`config.mk`:
```
export PLATFORM = sky130hd
export DESIGN_NAME = sync_fifo_drain_flat
export DESIGN_NICKNAME = d
export VERILOG_FILES = /design/src/rtl/sync_fifo_drain_if.sv /design/src/rtl/sync_fifo_drain.sv /design/src/flat_wrapper.sv
export SDC_FILE = /design/constraint.sdc
export NUM_CORES = 1
export LEC_CHECK = 0
export BUFFER_PORTS_ARGS = -buffer_cell sky130_fd_sc_hd__buf_2
export CAP_MARGIN = 20
export CORE_MARGIN = 4
export CORE_UTILIZATION = 44
export CTS_CLUSTER_DIAMETER = 120
export DETAILED_ROUTE_END_ITERATION = 10
export GPL_TIMING_DRIVEN = 0
export HOLD_SLACK_MARGIN = 0.06
export PLACE_DENSITY = 0.72
export SYNTH_ARGS = -nofsm -noshare
export SYNTH_HDL_FRONTEND = slang
export SYNTH_SLANG_ARGS = --single-unit
```
`constraint.sdc`:
```
create_clock -name clock -period 4 [get_ports clock]
set_clock_uncertainty 0.05 [all_clocks]
set_input_delay 0.2 -clock clock [delete_from_list [all_inputs] [get_ports clock]]
set_output_delay 0.2 -clock clock [all_outputs]
set_load 0.1 [all_outputs]
```
`src/rtl/sync_fifo_drain_if.sv`:
```
// sync_fifo_drain_if: bundles the FIFO read-side signals and the downstream
// valid/ready stream of the sync_fifo_drain controller.
// The master modport is the controller's view. The slave modport is the
// FIFO-plus-consumer side.
interface sync_fifo_drain_if #(
    parameter int DATA_WIDTH = 64
);
    logic                  fifo_empty;
    logic [DATA_WIDTH-1:0] fifo_dout;
    logic                  fifo_rd_en;
    logic                  flush;
    logic                  m_valid;
    logic                  m_ready;
    logic [DATA_WIDTH-1:0] m_data;

    modport master (
        input  fifo_empty,
        input  fifo_dout,
        input  flush,
        input  m_ready,
        output fifo_rd_en,
        output m_valid,
        output m_data
    );

    modport slave (
        output fifo_empty,
        output fifo_dout,
        output flush,
        output m_ready,
        input  fifo_rd_en,
        input  m_valid,
        input  m_data
    );
endinterface

```
`src/rtl/sync_fifo_drain.sv`:
```
// sync_fifo_drain: read-side controller for a synchronous FIFO.
// It issues fifo_rd_en and captures the registered fifo_dout one cycle later
// into a 2-entry holding buffer. It then re-presents the words on a
// valid/ready stream at up to one beat per cycle.
// Optional macro DRAIN_STATS_EN adds the beat_cnt and drop_cnt statistics outputs.
module sync_fifo_drain #(
    parameter int DATA_WIDTH = 64
) (
    input  logic                  clock,
    input  logic                  rst,
    sync_fifo_drain_if.master     bus
`ifdef DRAIN_STATS_EN
    ,
    output logic [31:0]           beat_cnt,
    output logic [31:0]           drop_cnt
`endif
);

    logic [1:0]            occ_q, occ_d;
    logic                  inflight_q, inflight_d;
    logic                  head_q, head_d;
    logic                  tail_q, tail_d;
    logic [DATA_WIDTH-1:0] buf_q [2];
    logic [DATA_WIDTH-1:0] buf_d [2];

    logic       m_valid;
    logic       pop;
    logic       push;
    logic       rd_en;
    logic [2:0] level;

    // Handshake decode, read request and next-state for occupancy/indices/buffer
    always_comb begin
        level      = {1'b0, occ_q} + {2'd0, inflight_q};
        m_valid    = (occ_q != 2'd0) && !rst;
        pop        = m_valid && bus.m_ready;
        rd_en      = !rst && !bus.flush && !bus.fifo_empty
                     && (level < (3'd2 + {2'd0, pop}));
        push       = inflight_q && !bus.flush;
        occ_d      = occ_q;
        inflight_d = inflight_q;
        head_d     = head_q;
        tail_d     = tail_q;
        for (int i = 0; i < 2; i++) begin
            buf_d[i] = buf_q[i];
        end
        if (bus.flush) begin
            occ_d      = 2'd0;
            inflight_d = 1'b0;
            head_d     = 1'b0;
            tail_d     = 1'b0;
        end else begin
            if (push) begin
                buf_d[tail_q] = bus.fifo_dout;
                tail_d        = ~tail_q;
            end
            if (pop) begin
                head_d = ~head_q;
            end
            occ_d      = occ_q + {1'b0, push} - {1'b0, pop};
            inflight_d = rd_en;
        end
    end

    // Control state register; reset returns the controller to empty and idle
    always_ff @(posedge clock) begin
        if (rst) begin
            occ_q      <= 2'd0;
            inflight_q <= 1'b0;
            head_q     <= 1'b0;
            tail_q     <= 1'b0;
        end else begin
            occ_q      <= occ_d;
            inflight_q <= inflight_d;
            head_q     <= head_d;
            tail_q     <= tail_d;
        end
    end

    // Holding buffer storage; contents only matter while counted in occ
    always_ff @(posedge clock) begin
        buf_q <= buf_d;
    end

    assign bus.m_valid    = m_valid;
    assign bus.m_data     = buf_q[head_q];
    assign bus.fifo_rd_en = rd_en;

`ifdef DRAIN_STATS_EN
    logic [31:0] beat_cnt_q, beat_cnt_d;
    logic [31:0] drop_cnt_q, drop_cnt_d;

    // Statistics next-state: flush discards buffered words plus the landing word, minus a popped beat
    always_comb begin
        beat_cnt_d = beat_cnt_q + {31'd0, pop};
        drop_cnt_d = drop_cnt_q;
        if (bus.flush) begin
            drop_cnt_d = drop_cnt_q + {29'd0, level} - {31'd0, pop};
        end
    end

    // Statistics registers, wrapping naturally at 32 bits
    always_ff @(posedge clock) begin
        if (rst) begin
            beat_cnt_q <= 32'd0;
            drop_cnt_q <= 32'd0;
        end else begin
            beat_cnt_q <= beat_cnt_d;
            drop_cnt_q <= drop_cnt_d;
        end
    end

    assign beat_cnt = beat_cnt_q;
    assign drop_cnt = drop_cnt_q;
`endif

endmodule

```
`src/flat_wrapper.sv`:
```
// flat-port wrapper written by rule: the top's interface ports become plain ports
module sync_fifo_drain_flat 
#(
    parameter int DATA_WIDTH = 64
)
  (clock, rst, bus_fifo_empty, bus_fifo_dout, bus_flush, bus_m_ready, bus_fifo_rd_en, bus_m_valid, bus_m_data);
  sync_fifo_drain_if #(.DATA_WIDTH(DATA_WIDTH)) bus_i ();
  input  logic clock;
  input  logic rst;
  input wire logic [$bits(bus_i.fifo_empty)-1:0] bus_fifo_empty;
  input wire logic [$bits(bus_i.fifo_dout)-1:0] bus_fifo_dout;
  input wire logic [$bits(bus_i.flush)-1:0] bus_flush;
  input wire logic [$bits(bus_i.m_ready)-1:0] bus_m_ready;
  output wire logic [$bits(bus_i.fifo_rd_en)-1:0] bus_fifo_rd_en;
  output wire logic [$bits(bus_i.m_valid)-1:0] bus_m_valid;
  output wire logic [$bits(bus_i.m_data)-1:0] bus_m_data;
  assign bus_i.fifo_empty = bus_fifo_empty;
  assign bus_i.fifo_dout = bus_fifo_dout;
  assign bus_i.flush = bus_flush;
  assign bus_i.m_ready = bus_m_ready;
  assign bus_fifo_rd_en = bus_i.fifo_rd_en;
  assign bus_m_valid = bus_i.m_valid;
  assign bus_m_data = bus_i.m_data;
  sync_fifo_drain #(.DATA_WIDTH(DATA_WIDTH)) u_core (.clock(clock), .rst(rst), .bus(bus_i));
endmodule
```
==> impl_metrics.csv, run 1 <==
group,metric,value,unit
status,status,"complete, no violations",
timing,fmax,400,MHz
worst_setup_path,path_class,"reg -> out",
power_and_ir_drop,power.share.clock,0.475,
detailed_routing,wirelength,10100,um
power_and_ir_drop,leakage,2.70,nW
global_route,grt_max_degree,65,
timing,drv_slew,0,
clock_network,insertion_delay,0.51,ns
placement,place.gp.congestion,0.661,
synthesis,yosys.area.top_type,"edfxtp_1",
worst_setup_path,critPathSlowestCell,"buf_2",
min_path,min_path_type,"in -> reg",
clock_network,cts_setup_buffers,0,
global_route,gr-total-overflow,0,
detailed_routing,wire_per_inst,16.5,um
clock_network,cts_buffers,17,
floorplanning,die_width,114,um
clock_network,clkSlewWorstSetupHoldPaths,0.06,ns
worst_setup_path,cp_cell_sequence,"ha_1, o31ai_1, nor4b_2, buf_2",
clock_network,cts_hold_buf,68,
floorplanning,dieArea,12900,um2
floorplanning,die_y,114,um
synthesis,netlist_area,4920,um2
detailed_routing,wl_met3,890,um
global_route,grt_pass1_wl,16400,um
power_and_ir_drop,intPower,2.65,mW
floorplanning,start_util,0.452,
synthesis,synthArstFlopShare,0,
clock_network,ctsResizeCount,0,
timing,worst_pin_slew,0.905,ns
synthesis,synthFlopType,"edfxtp_1",
detailed_routing,met2_length,5240,um
power_and_ir_drop,p_sw,0.733,mW
global_route,grt_pass1_vias,3319,
power_and_ir_drop,switching_share,0.217,
timing,fin_crit_sh,0.626,
cells_and_area,area_growth,44.9,%
synthesis,synth_nets,306,
synthesis,ys_seq_area_frac,0.802,
timing,rsz0062_at_grt,"false",
synthesis,yosysMostFrequentCell,"edfxtp_1",
detailed_routing,ant_nets,0,
power_and_ir_drop,powerDensity,475,nW/um2
synthesis,syn_area_per_cell,21.1,um2
synthesis,ys_warn_count,0,
detailed_routing,num_vias,2899,
synthesis,synthCells,233,
worst_setup_path,path_buf_inv,1,
detailed_routing,drtIter0Drc,84,
synthesis,synth_edf_count,128,
worst_setup_path,cp-end-kind,"primary output",
placement,portBuffers,134,
floorplanning,ioPinCount,135,
clock_network,cts.sinks,133,
timing,hold_viol,0,
clock_network,root_buffer,"clkbuf_8",
placement,post-dp-hpwl,6010,um
synthesis,ys_seq_elements,133,
cells_and_area,seq_area,3940,um2
synthesis,synth_area_leaders,"edfxtp_1 (78%), mux2_2 (15%), dfxtp_1 (2.0%)",
power_and_ir_drop,ir_drop,0.000382,V
cells_and_area,drive_gt1_frac,0.517,
worst_setup_path,arrival,2.25,ns
global_route,antenna_found_initial,0,
synthesis,synth_cell_types,22,
cells_and_area,n_fill_cell,733,
clock_network,cts_tree,"built",
cells_and_area,finish.utilization,0.654,
cells_and_area,multiInputGateArea,916,um2
run,drv_cap,0,
timing,setup_tns,0,ns
detailed_routing,route.detailed.drc,0,
worst_setup_path,path_delay_family,"buffers and inverters",
timing,holdWs,0.140,ns
worst_setup_path,max_stage_delay,0.47,ns
timing,slew_headroom,0.397,
detailed_routing,wl_met1,3750,um
detailed_routing,first_pass_iters,4,
cells_and_area,diodes,0,
synthesis,synth_top_area_frac,0.782,
timing,fin_crit,2.50,ns
power_and_ir_drop,pwr-share-comb,0.067,
floorplanning,core-area,10900,um2
floorplanning,num_rows,38,
global_route,grt_usage,0.168,
power_and_ir_drop,seqPwrFrac,0.457,
cells_and_area,layout.nets,529,
clock_network,h-tree-depth,4,
clock_network,clock_path_buffers,2,
detailed_routing,route.top_layer_used,"met4",
worst_setup_path,critPathLaunchType,"register",
synthesis,synth_commonest_cells,"edfxtp_1 (128), mux2_2 (64), dfxtp_1 (5), inv_1 (5)",
worst_setup_path,cp_data_required_time,3.75,ns
detailed_routing,post_drt_via_cell_ratio,4.77,
timing,setup_viol,0,
worst_setup_path,crit_fanout,3,
==> logic make-up after synthesis <==
group | share of synthesized area
DFF | 0.802
muxes | 0.147
and+or+nand+nor | 0.0153
adders and majority gates | 0.0102
buffers and inverters | 0.0150
AOI/OAI and AO/OA | 0.00738
xor gates and xnor gates | 0.00356
==> worst paths after layout <==
| check | start | to | slack (ns) | depth (start not counted) |
|---|---|---|---|---|
| worst min-delay path | rst | u_core.inflight_q | 0.14 | 4 |
| worst max register to register | u_core.head_q | u_core.head_q | 1.77 | 5 |
| worst min register to register | u_core.inflight_q | u_core.tail_q | 0.51 | 2 |
| worst max-delay path | u_core.occ_q[0] | bus_fifo_rd_en | 1.50 | 4 |
==> state kept, by name, summed over array words and instances, names as in the netlist <==
register,flops
u_core.occ_q,2
u_core.head_q,1
u_core.inflight_q,1
u_core.buf_q,128
u_core.tail_q,1
==> power by group through the flow <==
stage	Clock [mW]	Combinational [mW]	Sequential (mW)
after global routing	1.72	0.240	1.55
after global placement	0	0.167	1.58
after CTS	1.64	0.226	1.55
final	1.61	0.227	1.55
after detailed placement	0	0.175	1.58
after floorplan	0	0.114	1.58
==> worst register-to-register path: cells and delay by family, from the launching register on <==
family                 cells  cell delay [ns]
buffers and inverters      3             1.28
DFF                        1             0.34
AOI/OAI and AO/OA          1             0.14
and+or+nand+nor            1             0.36
==> per-stage QoR <==
stage / area (um2) / total power, mW / std cells / worst slack, ns
2_1_floorplan: 4920 / 1.69 / 233 / 0.0583
3_3_place_gp: 5770 / 1.74 / 507 / -1.58
3_5_place_dp: 5830 / 1.75 / 509 / 1.87
4_1_cts: 7120 / 3.41 / 608 / 1.51
5_1_grt: 7120 / 3.50 / 608 / 1.36
6_report: 7120 / 3.38 / 608 / 1.50
==> layout make-up <==
type / count / share of cell area
inverters: 5 / 0.00263
well taps: 140 / 0.0246
clock inverters: 14 / 0.0285
clock buffers: 17 / 0.0581
flip-flops and latches: 133 / 0.554
multi-input cells: 87 / 0.129
plain buffers: 8 / 0.00773
repair buffers: 204 / 0.196
==> routing by layer <==
layer,up-vias,GRT usage
met4,0,0.0721
met1,1402,0.177
met2,120,0.293
met3,17,0.0706
li1,1360,-
met5,-,0
==> layout by cell type (no fill, tap or decap), types with 4 or more instances in the layout <==
| cell | count |
|---|---|
| inv_1 | 5 |
| ha_1 | 4 |
| dlygate4sd3_1 | 68 |
| nor2_1 | 4 |
| mux2_2 | 64 |
| bufinv_16 | 4 |
| buf_4 | 4 |
| buf_2 | 136 |
| edfxtp_1 | 128 |
| dfxtp_1 | 5 |
| clkbuf_16 | 16 |
Power figures use the tool's default switching activity.
==> run 2: changes to the inputs <==
Settings changed: ABC_AREA set to 1, PLACE_DENSITY 0.72 to 0.69.
Clock period 4 ns to 2.5 ns, I/O delays scaled along.
==> impl_metrics.csv, run 2 <==
group,metric,value,unit
detailed_routing,wirelength,10700,um
placement,portBuffers,134,
run,drv_cap,0,
synthesis,synth_edf_count,128,
clock_network,h-tree-depth,4,
timing,hold_viol,0,
detailed_routing,num_vias,3521,
floorplanning,core-area,11000,um2
min_path,hp-start,"bus_fifo_dout[34]",
cells_and_area,layout_top_registers,"u_core.buf_q (128), u_core.occ_q (2)",
synthesis,ys_warn_count,0,
detailed_routing,ant_nets,0,
global_route,gr-total-overflow,0,
cells_and_area,diodes,0,
clock_network,cts_tree,"built",
clock_network,root_buffer,"clkbuf_16",
power_and_ir_drop,leakage,3.09,nW
power_and_ir_drop,pwr-share-comb,0.069,
timing,finalWorstSetupSlack,0.292,ns
placement,post-dp-hpwl,6480,um
clock_network,cts.sinks,133,
clock_network,insertion_delay,0.40,ns
worst_setup_path,r2r_slack,0.29,ns
floorplanning,ioPinCount,135,
synthesis,synth_top_area_frac,0.770,
timing,fin_crit,2.21,ns
worst_setup_path,cp_data_required_time,2.80,ns
worst_setup_path,r2r_end,"u_core.inflight_q",
worst_setup_path,critPathLaunchType,"register",
detailed_routing,wire_per_inst,14.0,um
cells_and_area,drive_gt1_frac,0.296,
synthesis,synth_nets,454,
power_and_ir_drop,p_sw,1.13,mW
floorplanning,dieArea,13100,um2
cells_and_area,mostFrequentLayoutCell,"nand2_1",
clock_network,clkSlewWorstSetupHoldPaths,0.05,ns
detailed_routing,post_drt_via_cell_ratio,4.63,
power_and_ir_drop,finalPower,5.39,mW
synthesis,synth_cell_types,15,
cells_and_area,layout.nets,682,
power_and_ir_drop,powerDensity,743,nW/um2
synthesis,synth_commonest_cells,"nand2_1 (199), edfxtp_1 (128), inv_1 (12), nor2_1 (8), buf_4 (7)",
placement,dp_cells,659,
power_and_ir_drop,power.share.clock,0.472,
cells_and_area,stdcell_count,761,
status,status,"complete, no violations",
detailed_routing,first_pass_iters,4,
timing,fmax,453,MHz
detailed_routing,drtIter0Drc,166,
synthesis,ys_seq_elements,133,
clock_network,clock_path_buffers,2,
synthesis,synth_area_leaders,"edfxtp_1 (77%), nand2_1 (15%), dfxtp_1 (2.0%)",
worst_setup_path,worstRegToRegCells,7,
placement,post-place-ws,0.768,ns
cells_and_area,largest_reg_flops,128,
synthesis,yosysMostFrequentCell,"nand2_1",
min_path,holdPathEnd,"u_core.buf_q[98]",
synthesis,yosys.area.top_type,"edfxtp_1",
cells_and_area,top_register,"u_core.buf_q",
floorplanning,die_y,115,um
synthesis,syn_area_per_cell,13.1,um2
floorplanning,num_rows,38,
clock_network,cts_buffers,17,
synthesis,synthCells,381,
power_and_ir_drop,switching_share,0.209,
timing,rsz0062_at_grt,"false",
power_and_ir_drop,seqPwrFrac,0.459,
timing,worst_pin_slew,0.512,ns
timing,setup_tns,0,ns
cells_and_area,area_growth,45.3,%
synthesis,ys_seq_area_frac,0.790,
synthesis,synthArstFlopShare,0,
min_path,min_path_cells,2,
global_route,grt_pass1_wl,17000,um
timing,slew_headroom,0.661,
synthesis,netlist_area,4990,um2
min_path,min_path_type,"in -> reg",
power_and_ir_drop,intPower,4.26,mW
worst_setup_path,arrival,2.50,ns
worst_setup_path,cp-end-kind,"register",
power_and_ir_drop,ir_drop,0.000580,V
floorplanning,start_util,0.455,
global_route,antenna_found_initial,0,
cells_and_area,final_cell_mix,"nand2_1 (199), buf_2 (136), edfxtp_1 (128)",
worst_setup_path,crit_fanout,2,
detailed_routing,route.detailed.drc,0,
synthesis,synthFlopType,"edfxtp_1",
timing,fin_crit_sh,0.883,
global_route,grt_pass1_vias,3591,
worst_setup_path,rr_startpoint,"u_core.inflight_q",
global_route,grt_max_degree,34,
worst_setup_path,path_class,"reg -> reg",
floorplanning,die_width,115,um
timing,drv_slew,0,
global_route,grt_usage,0.169,
placement,place.gp.congestion,0.750,
timing,setup_viol,0,
-- run 2: cell types whose count changed after synthesis, moves of 4 or more --
| cell | before | now |
|---|---|---|
| mux2_2 | 64 | 0 |
| nor2_1 | 4 | 8 |
| inv_1 | 5 | 12 |
| nand2_1 | 0 | 199 |
| buf_6 | 1 | 5 |
-- run 2: cell families after synthesis --
| logic type | share of synthesized area |
|---|---|
| flops | 0.790 |
| compound gates | 0.00401 |
| fa+ha+maj | 0.0100 |
| simple gates | 0.162 |
| buf+inv | 0.0336 |
-- run 2: timing repair --
action	in CTS	in global routing
buffers inserted	0	0
setup endpoints to repair	0	1
gates resized for setup	0	0
hold buffers	71	1
endpoints found under the hold margin	133	3
-- run 2: worst max-delay path by stage --
stage	slack [ns]	from	cells after the start	endpoint
after global routing	0.20	u_core.inflight_q	7	u_core.inflight_q
after global placement	-1.0	u_core.inflight_q	2	u_core.buf_q[56]
after CTS	0.06	bus_flush	8	u_core.head_q
after floorplan	-0.07	u_core.inflight_q	2	u_core.buf_q[0]
after detailed placement	0.77	u_core.occ_q[1]	10	u_core.occ_q[1]
final	0.29	u_core.inflight_q	7	u_core.inflight_q
-- run 2: metrics by stage --
step            util  hold slack [ns]  area [um2]
2_1_floorplan      -            0.174        5000
3_3_place_gp   0.532            0.262        5840
3_5_place_dp   0.540            0.266        5930
4_1_cts        0.661            0.362        7250
5_1_grt        0.661            0.376        7250
6_report       0.661            0.391        7250
-- run 2: cell type report --
type,count,area [um2]
clock buffer,17,425
tap,140,175
buffer,14,119
clock inverter,14,185
timing repair buffer,209,1460
multi-input combinational,221,896
fill,768,3730
inverter,13,48.8
sequential,133,3940
-- run 2: power by group through the flow --
stage	clock network [mW]	logic (mW)	registers, mW
5_1_grt	2.70	0.396	2.47
3_3_place_gp	0	0.275	2.52
3_5_place_dp	0	0.286	2.52
2_1_floorplan	0	0.184	2.52
6_report	2.54	0.373	2.47
4_1_cts	2.59	0.371	2.47
-- run 2: worst max-delay path, cell delays in order (launching register included) --
cell	delay, ns
dfxtp_1	0.31
ha_1	0.20
ha_1	0.18
nor2_1	0.09
nand2_1	0.08
dlygate4sd3_1	0.58
a21oi_1	0.11
dlygate4sd3_1	0.55
-- run 2: metal layers --
layer  track usage  share of wire  vias to the layer above  wire length [um]
met4        0.0633          0.015                        0               159
li1              -              -                     1736                 -
met2         0.298           0.52                      118              5580
met1         0.194           0.40                     1651              4230
met3        0.0513          0.065                       16               698
met5             0              0                        -                 0
==> run 3: changes to the inputs <==
Settings changed: CORE_ASPECT_RATIO set to 1.75, GPL_TIMING_DRIVEN 0 to not set, RECOVER_POWER set to 50.
==> impl_metrics.csv, run 3 (synthesized netlist as in run 2, its figures left out) <==
group,metric,value,unit
floorplanning,die_width,88.5,um
timing,fin_crit,2.32,ns
global_route,gr-total-overflow,0,
placement,post-place-ws,0.649,ns
power_and_ir_drop,p_sw,1.17,mW
power_and_ir_drop,intPower,4.53,mW
detailed_routing,num_vias,3529,
timing,drv_slew,0,
worst_setup_path,arrival,2.56,ns
worst_setup_path,cp-end-kind,"register",
clock_network,root_buffer,"clkbuf_16",
cells_and_area,largest_reg_flops,128,
run,drv_cap,0,
clock_network,clock_path_buffers,2,
detailed_routing,route.detailed.drc,0,
min_path,min_path_cells,5,
power_and_ir_drop,powerDensity,706,nW/um2
cells_and_area,area_growth,61.6,%
global_route,grt_pass1_vias,3740,
floorplanning,num_rows,51,
cells_and_area,seq_area,3950,um2
clock_network,cts_buffers,17,
cells_and_area,diodes,0,
worst_setup_path,worstRegToRegCells,6,
cells_and_area,n_fill_cell,696,
min_path,holdPathEnd,"u_core.occ_q[1]",
min_path,hp-start,"rst",
worst_setup_path,crit_fanout,65,
clock_network,cts.sinks,133,
floorplanning,die_y,149,um
clock_network,insertion_delay,0.40,ns
floorplanning,ioPinCount,135,
detailed_routing,wire_per_inst,15.8,um
min_path,min_path_type,"in -> reg",
detailed_routing,post_drt_via_cell_ratio,4.77,
timing,rsz0062_at_grt,"false",
cells_and_area,finish.utilization,0.727,
timing,worst_pin_slew,1.16,ns
detailed_routing,drtIter0Drc,187,
worst_setup_path,r2r_slack,0.18,ns
power_and_ir_drop,power.share.clock,0.489,
global_route,grt_pass1_wl,18200,um
timing,setup_tns,0,ns
clock_network,cts_setup_buffers,0,
worst_setup_path,critPathSlowestCell,"dlygate4sd3_1",
clock_network,h-tree-depth,4,
power_and_ir_drop,pwr-share-comb,0.077,
global_route,grt_usage,0.188,
placement,portBuffers,134,
cells_and_area,layout.nets,668,
worst_setup_path,cp_data_required_time,2.74,ns
timing,fmax,432,MHz
power_and_ir_drop,ir_drop,0.000661,V
cells_and_area,multiInputGateArea,896,um2
worst_setup_path,path_class,"reg -> reg",
clock_network,clkSlewWorstSetupHoldPaths,0.06,ns
cells_and_area,top_register,"u_core.buf_q",
worst_setup_path,critPathLaunchType,"register",
detailed_routing,first_pass_iters,4,
power_and_ir_drop,seqPwrFrac,0.434,
detailed_routing,wirelength,11700,um
floorplanning,start_util,0.450,
power_and_ir_drop,leakage,3.26,nW
worst_setup_path,crit_top_cell,"dlygate4sd3_1",
placement,post-dp-hpwl,7000,um
timing,hold_viol,0,
worst_setup_path,rr_startpoint,"u_core.head_q",
cells_and_area,final_cell_mix,"nand2_1 (199), edfxtp_1 (128), dlygate4sd3_1 (70)",
global_route,antenna_found_initial,0,
cells_and_area,layout_top_registers,"u_core.buf_q (128), u_core.occ_q (2)",
placement,place.gp.congestion,0.715,
timing,setup_viol,0,
floorplanning,core-area,11100,um2
floorplanning,dieArea,13200,um2
worst_setup_path,cp_cell_sequence,"buf_6, nand4_1, nand2_1, dlygate4sd3_1, nor2_1, dlygate4sd3_1",
timing,fin_crit_sh,0.927,
worst_setup_path,max_stage_delay,0.55,ns
power_and_ir_drop,switching_share,0.205,
timing,finalWorstSetupSlack,0.183,ns
worst_setup_path,r2r_end,"u_core.head_q",
cells_and_area,drive_gt1_frac,0.199,
timing,slew_headroom,0.231,
detailed_routing,ant_nets,0,
cells_and_area,mostFrequentLayoutCell,"nand2_1",
clock_network,cts_tree,"built",
global_route,grt_max_degree,66,
status,status,"complete, no violations",
## run 3: cell types whose count changed in the layout (fill, tap and decap cells not counted), moves of 2 or more
cell and change:
bufinv_16 +2, buf_2 -120, clkbuf_1 +53, clkinv_1 -2
buf_6 -4, buf_12 +62, inv_6 +2, buf_4 -7
## run 3: how the worst max path moves through the flow
stage,cells past startpoint,end,start
after floorplan,2,u_core.buf_q[0],u_core.inflight_q
after global placement,10,u_core.occ_q[1],u_core.occ_q[1]
after detailed placement,10,u_core.occ_q[1],u_core.occ_q[0]
after CTS,6,u_core.head_q,u_core.head_q
after global routing,7,u_core.inflight_q,u_core.inflight_q
final,6,u_core.head_q,u_core.head_q
## run 3: metal layers
metal / track usage / share of wire
met2: 0.346 / 0.58
met3: 0.0542 / 0.051
met4: 0.0832 / 0.034
met1: 0.191 / 0.33
met5: 0 / 0
## run 3: power by group through the flow
stage / Sequential [mW] / Clock (mW) / Combinational (mW)
detailed placement: 2.52 / 0 / 0.361
global placement: 2.52 / 0 / 0.352
finish: 2.47 / 2.79 / 0.439
CTS: 2.47 / 2.82 / 0.449
floorplan: 2.52 / 0 / 0.184
global route: 2.47 / 2.95 / 0.460
## run 3: worst max-delay path: cells and delay by family (launching register included)
family,cells,cell delay [ns]
and+or+nand+nor,3,0.29
buffers and inverters,3,1.52
DFF,1,0.34
## run 3: layout make-up
cell class / count / area share
Clock buffer: 17 / 0.0527
Clock inverter: 15 / 0.0312
Inverter: 13 / 0.00605
Multi-Input combinational cell: 221 / 0.111
Sequential cell: 133 / 0.489
Tap cell: 132 / 0.0205
Timing Repair Buffer: 209 / 0.290
## run 3: metrics by stage
stage / std cells / power [mW] / instance area [um2] / hold slack (ns)
finish: 740 / 5.70 / 8070 / 0.296
CTS: 740 / 5.75 / 8140 / 0.372
detailed placement: 637 / 2.88 / 6750 / 0.266
global route: 740 / 5.88 / 8070 / 0.313
floorplan: 381 / 2.70 / 5000 / 0.174
global placement: 637 / 2.87 / 6750 / 0.263
## run 3: repair_timing
item / 4_1_cts / 5_1_grt
hold endpoints to repair: 133 / 0
setup endpoints to repair: 0 / 1
hold buffers: 71 / 0
gates resized for setup: 0 / 2
